### src/rtl/uart_pkg.sv
// Shared UART definitions: baud_set codes, baud divisor helper, parity modes and tx states.
// Used by both the byte transmitter and the byte receiver.
package uart_pkg;

  localparam int BPS_W = 13;

  typedef enum logic [2:0] {
    BAUD_9600   = 3'd0,
    BAUD_19200  = 3'd1,
    BAUD_38400  = 3'd2,
    BAUD_57600  = 3'd3,
    BAUD_115200 = 3'd4
  } baud_code_e;

  localparam int PARITY_NONE = 0;
  localparam int PARITY_ODD  = 1;
  localparam int PARITY_EVEN = 2;

  typedef enum logic [2:0] {
    S_IDLE,
    S_START,
    S_DATA,
    S_PARITY,
    S_STOP
  } tx_state_e;

  // Codes 5..7 fall back to 9600; each branch folds to a constant once the clock rate is bound.
  function automatic logic [BPS_W-1:0] bps_dr(input int clk_freq_hz, input logic [2:0] baud_set);
    logic [BPS_W-1:0] dr;
    case (baud_code_e'(baud_set))
      BAUD_19200:  dr = BPS_W'(clk_freq_hz / 19200 - 1);
      BAUD_38400:  dr = BPS_W'(clk_freq_hz / 38400 - 1);
      BAUD_57600:  dr = BPS_W'(clk_freq_hz / 57600 - 1);
      BAUD_115200: dr = BPS_W'(clk_freq_hz / 115200 - 1);
      default:     dr = BPS_W'(clk_freq_hz / 9600 - 1);
    endcase
    return dr;
  endfunction

endpackage

### src/rtl/uart_baud_tick.sv
// Bit-period timer: holds the divisor loaded at frame accept and pulses tick for one
// cycle when the running count reaches it; the count restarts on every tick.
module uart_baud_tick
  import uart_pkg::*;
(
  input  logic             Clk,
  input  logic             Reset_n,
  input  logic             load,
  input  logic [BPS_W-1:0] load_dr,
  input  logic             en,
  output logic             tick
);

  logic [BPS_W-1:0] bps_dr_reg;
  logic [BPS_W-1:0] div_cnt_reg;

  assign tick = en && (div_cnt_reg == bps_dr_reg);

  always_ff @(posedge Clk or negedge Reset_n) begin
    if (!Reset_n) begin
      bps_dr_reg <= '0;
    end else if (load) begin
      bps_dr_reg <= load_dr;
    end
  end

  // A new frame (load) always starts its start bit from a zero count.
  always_ff @(posedge Clk or negedge Reset_n) begin
    if (!Reset_n) begin
      div_cnt_reg <= '0;
    end else if (!en || tick || load) begin
      div_cnt_reg <= '0;
    end else begin
      div_cnt_reg <= div_cnt_reg + BPS_W'(1);
    end
  end

endmodule

### src/rtl/uart_byte_tx.sv
// UART byte transmitter: start, D0..D7 LSB first, optional parity, 1 or 2 stop bits.
// Tx_Done marks the final cycle of the last stop bit so a new byte can follow with no gap.
module uart_byte_tx
  import uart_pkg::*;
#(
  parameter int CLK_FREQ_HZ = 50_000_000,
  parameter int PARITY      = 0,
  parameter int STOP_BITS   = 1
) (
  input  logic       Clk,
  input  logic       Reset_n,
  input  logic [7:0] Data,
  input  logic       Send_en,
  input  logic [2:0] baud_set,
  output logic       uart_tx,
  output logic       Tx_Done,
  output logic       Tx_busy
);

  localparam logic LAST_STOP = (STOP_BITS == 2);

  tx_state_e        state_reg, state_next;
  logic [7:0]       data_reg, data_next;
  logic [2:0]       bit_idx_reg, bit_idx_next;
  logic             stop_idx_reg, stop_idx_next;
  logic             tx_reg, tx_next;
  logic             tick;
  logic             tick_en;
  logic             accept;
  logic             frame_end;
  logic             parity_bit;
  logic [BPS_W-1:0] baud_dr;

  assign baud_dr    = bps_dr(CLK_FREQ_HZ, baud_set);
  assign tick_en    = (state_reg != S_IDLE);
  assign frame_end  = (state_reg == S_STOP) && (stop_idx_reg == LAST_STOP) && tick;
  assign Tx_Done    = frame_end;
  assign Tx_busy    = (state_reg != S_IDLE) && !frame_end;
  assign accept     = Send_en && !Tx_busy;
  assign parity_bit = (PARITY == PARITY_ODD) ? ~^data_reg : ^data_reg;
  assign uart_tx    = tx_reg;

  uart_baud_tick u_baud_tick (
    .Clk     (Clk),
    .Reset_n (Reset_n),
    .load    (accept),
    .load_dr (baud_dr),
    .en      (tick_en),
    .tick    (tick)
  );

  always_ff @(posedge Clk or negedge Reset_n) begin
    if (!Reset_n) begin
      state_reg    <= S_IDLE;
      data_reg     <= '0;
      bit_idx_reg  <= '0;
      stop_idx_reg <= 1'b0;
      tx_reg       <= 1'b1;
    end else begin
      state_reg    <= state_next;
      data_reg     <= data_next;
      bit_idx_reg  <= bit_idx_next;
      stop_idx_reg <= stop_idx_next;
      tx_reg       <= tx_next;
    end
  end

  always_comb begin
    state_next    = state_reg;
    data_next     = data_reg;
    bit_idx_next  = bit_idx_reg;
    stop_idx_next = stop_idx_reg;
    tx_next       = 1'b1;

    case (state_reg)
      S_START: begin
        if (tick) begin
          state_next   = S_DATA;
          bit_idx_next = '0;
        end
      end
      S_DATA: begin
        if (tick) begin
          if (bit_idx_reg == 3'd7) begin
            if (PARITY != PARITY_NONE) begin
              state_next = S_PARITY;
            end else begin
              state_next    = S_STOP;
              stop_idx_next = 1'b0;
            end
          end else begin
            bit_idx_next = bit_idx_reg + 3'd1;
          end
        end
      end
      S_PARITY: begin
        if (tick) begin
          state_next    = S_STOP;
          stop_idx_next = 1'b0;
        end
      end
      S_STOP: begin
        if (tick) begin
          if (frame_end) begin
            state_next = S_IDLE;
          end else begin
            stop_idx_next = 1'b1;
          end
        end
      end
      default: ;
    endcase

    // Accept is only possible in IDLE or in the Tx_Done cycle, so it overrides the frame end.
    if (accept) begin
      state_next    = S_START;
      data_next     = Data;
      bit_idx_next  = '0;
      stop_idx_next = 1'b0;
    end

    // The pin register is loaded with the level of the state being entered.
    case (state_next)
      S_START:  tx_next = 1'b0;
      S_DATA:   tx_next = data_next[bit_idx_next];
      S_PARITY: tx_next = parity_bit;
      default:  tx_next = 1'b1;
    endcase
  end

endmodule

### config.mk
export PLATFORM = sky130hd
export DESIGN_NAME = uart_byte_tx
export DESIGN_NICKNAME = d
export VERILOG_FILES = /design/src/rtl/uart_pkg.sv /design/src/rtl/uart_baud_tick.sv /design/src/rtl/uart_byte_tx.sv
export SDC_FILE = /design/constraint.sdc
export NUM_CORES = 1
export LEC_CHECK = 0
export ABC_AREA = 1
export CORE_AREA = 8 8 71 73
export DETAILED_ROUTE_END_ITERATION = 8
export DIE_AREA = 0 0 79 81
export PLACE_DENSITY_LB_ADDON = 0.08
export SYNTH_ARGS = -nofsm -noshare
export SYNTH_HDL_FRONTEND = slang
export SYNTH_SLANG_ARGS = --single-unit
### constraint.sdc
create_clock -name Clk -period 5.3 [get_ports Clk]
set_clock_uncertainty 0.2 [all_clocks]
set_input_delay 1.06 -clock Clk [delete_from_list [all_inputs] [get_ports Clk]]
set_output_delay 1.06 -clock Clk [all_outputs]
set_load 0.02 [all_outputs]
==> Word level (Yosys, flattened, before mapping) <==
Index checks and enable logic that the tools add are counted.
{ "word_totals": {"out_inout_bits": 3, "in_bits": 14, "word_cells": 69, "register_bits": 42} }
{ "op_classes": {"n_eq_ne": 18, "n_reduce_logical": 14, "bitwise": 1, "addsub": 2, "mux": 26, "n_lt_le_gt_ge": 1} }
{ "op_table": {"columns": ["op", "count"], "rows": [
  ["$pmux 13 s4", 1],
  ["$mux 3", 11],
  ["$eq 3x2->1 const B", 6],
  ["$ne 3x2->1 const B", 5],
  ["$add 13x1->13 const B", 1],
  ["$eq 13x13->1", 1],
  ["$mux 13", 1],
  ["$pmux 3 s4", 1],
  ["$eq 3x1->1 const B", 3],
  ["$eq 3x3->1 const B", 3],
  ["$mux 8", 1],
  ["$reduce_xor 8->1", 1],
  ["$mux 1", 7],
  ["$pmux 1 s3", 2],
  ["$pmux 3 s2", 1],
  ["$reduce_and 6->1", 1],
  ["$logic_and 1x1->1", 5],
  ["$lt 3x4->1 const B", 1],
  ["$reduce_bool 4->1", 1],
  ["$add 3x1->3 const B", 1],
  ["$bmux 1 s3", 1],
  ["$logic_not 1->1", 3],
  ["$reduce_bool 3->1", 1],
  ["$logic_or 1x1->1", 2],
  ["$not 1->1", 1]
]} }

==> Longest topological paths before layout <==
Gate-level depths: netlist (run 1).
{ "depth": {"word_depth": 11, "depth_mapped": 18, "ltp_nobuf": 18} }

==> By module <==
A second synthesis (run 1) with hierarchy kept.
{ "hier_totals": {"cells_unflattened": 344, "area_unflattened_um2": 2509.9} }
{ "by_module_without_submodules": {"columns": ["mod", "n_inst", "cells_per_inst", "area_per_inst_um2", "seq_area_each_um2"], "rows": [
  ["uart_baud_tick", 1, 188, 1368.8, 650.6],
  ["uart_byte_tx", 1, 156, 1141.1, 401.6]
]} }

==> Worst setup path after synthesis (run 1) <==
OpenSTA, ideal clock, no wires.
{ "synth_path": {"kind": "register to output", "startpoint": "reg u_baud_tick.div_cnt_reg[5]", "endpoint": "out Tx_busy", "slack_ns": 2.905, "path_buffers": 0, "arrival_time_ns": 1.135, "required_time_ns": 4.040, "stages_incl_launch_ff": 7, "path_cell_list": "dfrtp_1 > xnor2_1 > nand3_2 > nor2_2 > nand3_4 > nand2_4 > inv_1"} }
{ "synth_via": {"elab_chain_cells": 5} }
{ "synth_lines": {"columns": ["item", "line", "text"], "rows": [
  ["from (decl)", "uart_baud_tick.sv:15", "logic [BPS_W-1:0] div_cnt_reg;"],
  ["from (signal assigned)", "uart_baud_tick.sv:34", "div_cnt_reg <= div_cnt_reg + BPS_W'(1);"],
  ["$eq 13x13->1", "uart_baud_tick.sv:17", "assign tick = en && (div_cnt_reg == bps_dr_reg);"],
  ["$logic_and 1x1->1", "uart_baud_tick.sv:17", null],
  ["$logic_and 1x1->1", "uart_byte_tx.sv:36", "assign frame_end = (state_reg == S_STOP) && (stop_idx_reg == LAST_STOP) && tick;"],
  ["$logic_not 1->1", "uart_byte_tx.sv:38", "assign Tx_busy = (state_reg != S_IDLE) && !frame_end;"],
  ["$logic_and 1x1->1", "uart_byte_tx.sv:38", null],
  ["to (decl)", "uart_byte_tx.sv:17", "output logic Tx_busy"]
]} }
No other way between the ends.

==> Worst setup path after layout (run 1) <==
{ "layout_path": {"startpoint": "reg u_baud_tick.bps_dr_reg[11]", "endpoint": "out Tx_busy"} }
{ "layout_via": {"elab_chain_cells": 5} }
{ "layout_lines": {"columns": ["item", "line", "text"], "rows": [
  ["from (decl)", "uart_baud_tick.sv:14", "logic [BPS_W-1:0] bps_dr_reg;"],
  ["from (signal assigned)", "uart_baud_tick.sv:23", "bps_dr_reg <= load_dr;"],
  ["$eq 13x13->1", "uart_baud_tick.sv:17", null],
  ["$logic_and 1x1->1", "uart_baud_tick.sv:17", null],
  ["$logic_and 1x1->1", "uart_byte_tx.sv:36", null],
  ["$logic_not 1->1", "uart_byte_tx.sv:38", null],
  ["$logic_and 1x1->1", "uart_byte_tx.sv:38", null]
]} }
No other way between the ends.

==> results of run 1 <==
[how the worst max path moves through the flow]
stage | startpoint | to | slack (ns) | depth (start not counted)
floorplan | u_baud_tick.div_cnt_reg[5] | Tx_busy | 2.91 | 6
global placement | u_baud_tick.bps_dr_reg[10] | Tx_busy | 2.28 | 9
detailed placement | u_baud_tick.bps_dr_reg[11] | Tx_busy | 2.26 | 9
CTS | u_baud_tick.bps_dr_reg[11] | Tx_busy | 1.93 | 9
global route | u_baud_tick.bps_dr_reg[11] | Tx_busy | 1.84 | 9
finish | u_baud_tick.bps_dr_reg[11] | Tx_busy | 1.94 | 9
[layer usage]
metal,vias to the layer above,GRT usage (%)
met4,0,5.74
li1,1051,-
met5,-,0
met3,8,4.42
met1,933,24.5
met2,26,24.2
[layout make-up]
type	instances	area (um2)	area share (%)
Sequential cell	40	1000	38.1
Clock buffer	7	76.3	2.90
Multi-Input combinational cell	232	1140	43.5
Timing Repair Buffer	16	155	5.90
Inverter	49	185	7.04
Clock inverter	1	5.00	0.190
Tap cell	50	62.6	2.38
[power by group]
| part | switching, uW | internal, uW | total (uW) |
|---|---|---|---|
| Clock | 103 | 92.5 | 196 |
| Combinational | 9.14 | 8.46 | 17.6 |
| Sequential | 0 | 305 | 305 |
| Total | 112 | 406 | 518 |
[per-stage QoR]
step                util [%]  instance area, um2
floorplan                  -                2350
global placement        65.1                2550
detailed placement      65.1                2550
CTS                     67.2                2630
global route            67.2                2630
finish                  67.2                2630
[cell families (layout without fill, tap and decap cells)]
family	after synthesis	after routing	share of synthesized area (%)
buf+inv	53	73	8.93
xor+xnor	11	11	4.09
flops	40	40	42.6
compound gates	26	26	7.01
mux	1	1	0.425
fa+ha+maj	2	2	1.06
simple gates	192	192	35.9
[cell usage in the layout (no fill, tap or decap), types with 3 or more instances in the layout]
cell             Yosys  routed
a21oi_1              5       5
dfrtp_1             39      39
o21ai_0              9       9
clkbuf_8             0       5
xnor2_1              6       6
nor3b_1              5       5
clkdlybuf4s50_1      0      15
xor2_1               5       5
nor3_1               7       7
nor2_1              41      41
nand2_2              4       4
nand4_1              3       3
nand2_1            106     106
inv_1               42      42
nand3_1             16      16
inv_2                5       5
[worst max-delay path, delay by kind of cell, from the launching register on]
kind	cells	cell delay, ns
buf+inv	3	0.70
flops	1	0.41
simple gates	6	0.70
==> metrics.md, run 1 <==
| Metric | Value |
|---|---|
| Result of the run | `finished clean` |
| Nets in the synthesized netlist | `341` |
| Leading cell types by count after synthesis | `106 x nand2_1, 42 x inv_1, 41 x nor2_1, 39 x dfrtp_1, 16 x nand3_1` |
| Residual antenna-violating net count after detailed routing | `0` |
| Smallest setup slack after layout | `1.94 ns` |
| Fraction of final layout cells sized beyond drive strength 1 | `7.83%` |
| Number of global-route vias before repair | `1887` |
| Effective utilization at floorplan | `60.2%` |
| Setup Total Neg Slack | `0 ns` |
| Cell type with the largest total area after synthesis | `dfrtp_1` |
| Leakage power of the design | `0.00133 uW` |
| Clock buffer count from CTS | `5` |
| Number of gates given a new drive strength after cts | `0` |
| Setup repair after global routing missed its margin | `false` |
| Global-route wire length before repair | `8660 um` |
| Vias/cell | `5.11` |
| Total routed wire length on the met1 layer | `2670 um` |
| Number of fillers in the final layout | `360` |
| Depth of the most critical reg-to-reg path | `17` |
| Count of final hold-check violations | `0` |
| H-tree lvl count | `2` |
| Average wire per standard cell | `12.8 um` |
| Post-CTS Hold Fix Bufs | `0` |
| Top cells by area, synth | `dfrtp_1 41%, nand2_1 17%, inv_1 6.7%` |
| GR Overflow Total | `0` |
| Met3 routed wirelength | `154 um` |
| Clk sink count | `40` |
| Maximum clock insertion buffer count | `2` |
| Diodes inserted | `0` |
| Full die area | `6400 um2` |
| Final Hold Slack | `0.330 ns` |
| TritonRoute pass-1 iters | `4` |
| Required time of the critical path | `4.04 ns` |
| Critical-path top delay cell | `clkdlybuf4s50_1` |
| Number of pins exceeding their max-slew limit in the final report | `0` |
| Total power density per cell area | `197 nW/um2` |
| Final estimated routing congestion in global placement | `0.891` |
| Finished Layout Cells | `395` |
| Synth Cell Area | `2350 um2` |
| Max Cap Viol | `0` |
| Proportion of synthesized chip area in sequential cells | `42.6%` |
| Top Ports | `17` |
| TritonCTS clock tree | `built` |
| Buffer cell driving the clock tree root | `clkbuf_8` |
| Post-CTS Setup Inserts | `0` |
| Crit path kind | `flip-flop to output port` |
| Peak supply drop | `0.163 mV` |
| Placeable core region | `3910 um2` |
| Pre-CTS setup slack | `2.26 ns` |
| Cell variety after synth | `38` |
| Number of I/O port buffers | `16` |
| Worst reg2reg path startpoint | `u_baud_tick.bps_dr_reg[11]` |
| Hold Path Class | `flip-flop to flip-flop` |
| Share of the cycle needed by the critical path after routing | `63.3%` |
| Top-count cell post-synth | `nand2_1` |
| Crit-path max FO | `3` |
| EDFF count, synth | `0` |
| Max-slew headroom at the worst pin | `40.8%` |
| Latest clock arrival within the worst-skew pair | `0.29 ns` |
| Total number of vias | `2018` |
| Count of cells along the worst hold path | `2` |
| Share of Yosys cell area claimed by the top area cell type | `41.4%` |
| Setup-violating endpoint count in the final report | `0` |
| Pin count of the biggest net entering global routing | `41` |
| Average footprint of a synthesized cell | `7.25 um2` |
| Initial detailed-routing violation count | `125` |
| Post-synthesis sequential element count | `40` |
| Data arrival time of the worst path | `2.10 ns` |
| Cells after synthesis | `325` |
| Startpoint of the worst hold path | `u_baud_tick.bps_dr_reg[0]` |
| Number of antenna violations at the first check in global routing | `0` |
| Highest routed layer | `met4` |
| GRT Util Overall | `17.1%` |
| Max reg flops | `13` |
| CP cell instances | `inv_1, nand2_1, nand2_1, nand3_2, nor2_2, nand3_4, nand2_4, inv_1, clkdlybuf4s50_1` |
| Chip Width | `79 um` |
| Fin crit period | `3.36 ns` |
| Post-DP HPWL | `3840 um` |
| PnR Total Power | `518 uW` |
| Fin nets | `360` |
| Post-synthesis to final-layout area growth | `11.6%` |
| Hold Path End | `u_baud_tick.bps_dr_reg[0]` |
| Number of DRC violations after detailed routing | `0` |
| Placed Cells incl. Taps | `387` |
| Crit path largest cell delay | `0.53 ns` |
| Total wire length after detailed routing | `5060 um` |
| Endpoint of the worst-slack reg-to-reg timing path | `uart_tx` |
| Number of warnings printed during yosys synthesis | `0` |
| Async set-reset flop share out of synthesis | `100%` |
| Die height | `81 um` |
| Clock-pin slew of the registers on the worst-case setup and hold paths | `0.08 ns` |
| Met2 Routed Length | `2170 um` |
| Most used DFF post-synth | `dfrtp_1` |
| Slew at the pin closest to its max-slew limit | `0.888 ns` |
| Kind of end point of the critical path | `output port` |
| Nature of the critical path startpoint | `flip-flop` |
| Number of placement rows | `23` |
| Peak clock frequency supported by timing | `0.298 GHz` |
| Reg2reg setup slack | `2.85 ns` |
No activity file was read; power rests on OpenSTA's default activity.
==> run 2, diff against run 1 <==
--- a/config.mk
+++ b/config.mk
@@ -6,9 +6,9 @@
 export NUM_CORES = 1
 export LEC_CHECK = 0
 export ABC_AREA = 1
-export CORE_AREA = 8 8 71 73
+export CORE_AREA = 8 8 76 78
 export DETAILED_ROUTE_END_ITERATION = 8
-export DIE_AREA = 0 0 79 81
+export DIE_AREA = 0 0 84 86
 export PLACE_DENSITY_LB_ADDON = 0.08
 export SYNTH_ARGS = -nofsm -noshare
 export SYNTH_HDL_FRONTEND = slang
==> constraint.sdc (replaced) <==
create_clock -name Clk -period 3.02 [get_ports Clk]
set_clock_uncertainty 0.2 [all_clocks]
set_input_delay 0.604 -clock Clk [delete_from_list [all_inputs] [get_ports Clk]]
set_output_delay 0.604 -clock Clk [all_outputs]
set_load 0.02 [all_outputs]
==> run 2 against run 1 <==
First-iteration DRC count rose by 18%. Largest cell class unchanged. Hold slack got worse by 0.11 ns. Non-clock buffer count up 1. Register-to-register slack got worse by 2.2 ns. Flip-flop and latch count is the same.
==> metrics.md, run 2 (synthesis gave the netlist of run 1 again) <==
| Metric | Value |
|---|---|
| Result of the run | `finished clean (unchanged)` |
| Number of pins exceeding their max-slew limit in the final report | `0 (unchanged)` |
| Pin count of the biggest net entering global routing | `41 (unchanged)` |
| Maximum clock insertion buffer count | `2 (unchanged)` |
| Placeable core region | `4600 um2 (was 3910 um2)` |
| Global-route wire length before repair | `8960 um (was 8660 um)` |
| Data arrival time of the worst path | `2.06 ns (was 2.10 ns)` |
| GRT met1 Usage | `20.8% (was 24.5%)` |
| Die height | `86 um (was 81 um)` |
| Crit path capture | `Tx_Done (was Tx_busy)` |
| Clock-pin slew of the registers on the worst-case setup and hold paths | `0.08 ns (about the same)` |
| Reg2reg setup slack | `0.62 ns (was 2.85 ns)` |
| Top Ports | `17 (unchanged)` |
| Average wire per standard cell | `12.9 um (was 12.8 um)` |
| Met3 track utilization from global routing | `3.89% (was 4.42%)` |
| Most Crowded Layer GR | `met2 (was met1)` |
| Count of final hold-check violations | `0 (unchanged)` |
| Number of global-route vias before repair | `1941 (was 1887)` |
| Peak clock frequency supported by timing | `0.350 GHz` |
| Effective utilization at floorplan | `51.2% (was 60.2%)` |
| Clock buffer count from CTS | `5 (unchanged)` |
| GRT Util Overall | `15.2% (was 17.1%)` |
| Crit path kind | `flip-flop to output port (unchanged)` |
| Total number of vias | `2013 (was 2018)` |
| Fin crit period | `2.86 ns` |
| GR Overflow Total | `0 (unchanged)` |
| Max-slew headroom at the worst pin | `40.1% (was 40.8%)` |
| Latest clock arrival within the worst-skew pair | `0.30 ns (was 0.29 ns)` |
| Leakage power of the design | `0.00135 uW (was 0.00133 uW)` |
| Fin nets | `361 (was 360)` |
| Number of gates given a new drive strength after cts | `0 (unchanged)` |
| Depth of the most critical reg-to-reg path | `17 (unchanged)` |
| Buffer cell driving the clock tree root | `clkbuf_8 (unchanged)` |
| Number of I/O port buffers | `16 (unchanged)` |
| Slew at the pin closest to its max-slew limit | `0.898 ns (was 0.888 ns)` |
| TritonCTS clock tree | `built (unchanged)` |
| Worst setup startpoint | `u_baud_tick.bps_dr_reg[10] (was u_baud_tick.bps_dr_reg[11])` |
| Met2 track demand over resource | `22.3% (was 24.2%)` |
| Diodes inserted | `0 (unchanged)` |
| Chip Width | `84 um (was 79 um)` |
| Final Hold Slack | `0.218 ns (was 0.330 ns)` |
| Post-CTS Setup Inserts | `0 (unchanged)` |
| Endpoint of the worst-slack reg-to-reg timing path | `uart_tx (unchanged)` |
| Vias/cell | `5.03 (was 5.11)` |
| Fraction of final layout cells sized beyond drive strength 1 | `8.67% (was 7.83%)` |
| Full die area | `7220 um2 (was 6400 um2)` |
| Max Cap Viol | `0 (unchanged)` |
| Number of antenna violations at the first check in global routing | `0 (unchanged)` |
| Commonest non-fill, non-tap cell in the layout | `nand2_1 (unchanged)` |
| Max reg flops | `13 (unchanged)` |
| Setup-violating endpoint count in the final report | `0 (unchanged)` |
| Clk sink count | `40 (unchanged)` |
| PnR Total Power | `1000 uW (was 518 uW)` |
| Number of DRC violations after detailed routing | `0 (unchanged)` |
| Pre-CTS setup slack | `0.438 ns (was 2.26 ns)` |
| H-tree lvl count | `2 (unchanged)` |
| Hold Path Class | `input port to async pin (was flip-flop to flip-flop)` |
| Most frequent cells in the layout | `106 x nand2_1, 42 x inv_1, 41 x nor2_1, 38 x dfrtp_1, 16 x nand3_1 (was 106 x nand2_1, 42 x inv_1, 41 x nor2_1, 39 x dfrtp_1, 16 x nand3_1)` |
| Worst reg2reg path startpoint | `u_baud_tick.bps_dr_reg[10] (was u_baud_tick.bps_dr_reg[11])` |
| Post-DP HPWL | `3900 um (was 3840 um)` |
| Total wire length after detailed routing | `5140 um (was 5060 um)` |
| Kind of end point of the critical path | `output port (unchanged)` |
| Setup repair after global routing missed its margin | `false (unchanged)` |
| Peak supply drop | `0.259 mV (was 0.163 mV)` |
| TritonRoute pass-1 iters | `4 (unchanged)` |
| Smallest setup slack after layout | `0.160 ns (was 1.94 ns)` |
| Crit-path max FO | `3 (unchanged)` |
| Required time of the critical path | `2.22 ns (was 4.04 ns)` |
| Residual antenna-violating net count after detailed routing | `0 (unchanged)` |
| Nature of the critical path startpoint | `flip-flop (unchanged)` |
| Post-synthesis to final-layout area growth | `13.7% (was 11.6%)` |
| Setup Total Neg Slack | `0 ns (unchanged)` |
| Final design utilization | `58.2% (was 67.2%)` |
| Post-CTS Hold Fix Bufs | `0 (unchanged)` |
| Share of the cycle needed by the critical path after routing | `94.7%` |
| Final estimated routing congestion in global placement | `0.834 (was 0.891)` |
| Number of placement rows | `25 (was 23)` |
| Initial detailed-routing violation count | `148 (was 125)` |
| Total power density per cell area | `375 nW/um2 (was 197 nW/um2)` |
==> run 2: changes by cell type in the layout (fill, tap and decap cells not counted) <==
cell             delta
buf_4               +1
bufinv_16           +1
clkbuf_1            -1
clkdlybuf4s50_1     -1
dfrtp_1             -1
dfrtp_2             +1
dlymetal6s2s_1      +1
nor2_2              -1
nor2_4              +1
==> run 2: metal layers <==
metal	part of all wire, %	vias up
li1	-	1050
met1	51	910
met2	42	45
met3	5.0	8
met4	1.7	0
met5	0	-
==> run 2: final cells by class <==
cell class	instances	area, um2
Fill cell	424	1920
Timing Repair Buffer	17	165
Inverter	49	185
Multi-Input combinational cell	232	1150
Clock buffer	6	72.6
Tap cell	54	67.6
Sequential cell	40	1000
Clock inverter	2	35.0
==> run 2: how the worst min path moves through the flow <==
stage / end / start / slack [ns]
floorplan: bit_idx_reg[0] / Reset_n / 0.11
global placement: u_baud_tick.bps_dr_reg[7] / u_baud_tick.bps_dr_reg[7] / 0.29
detailed placement: u_baud_tick.bps_dr_reg[7] / u_baud_tick.bps_dr_reg[7] / 0.30
CTS: u_baud_tick.div_cnt_reg[3] / Reset_n / 0.26
global route: u_baud_tick.div_cnt_reg[2] / Reset_n / 0.30
finish: u_baud_tick.div_cnt_reg[3] / Reset_n / 0.22
==> run 2: through the flow <==
step	area, um2	cells
2_1_floorplan	2350	325
3_3_place_gp	2560	392
3_5_place_dp	2560	392
4_1_cts	2670	400
5_1_grt	2680	400
6_report	2680	400
==> run 2: worst max-delay path, cell delays in order (launching register included) <==
cell,delay (ns)
dfrtp_1,0.41
inv_1,0.13
nand2_1,0.06
nand2_1,0.08
nand3_1,0.13
nor2_4,0.18
nand3_4,0.11
inv_1,0.07
clkdlybuf4s50_1,0.59
==> run 2: power breakdown <==
group          internal, uW  switching (uW)  total [uW]
sequential              535               0         535
combinational          14.8            16.3        31.1
clock                   245             193         438
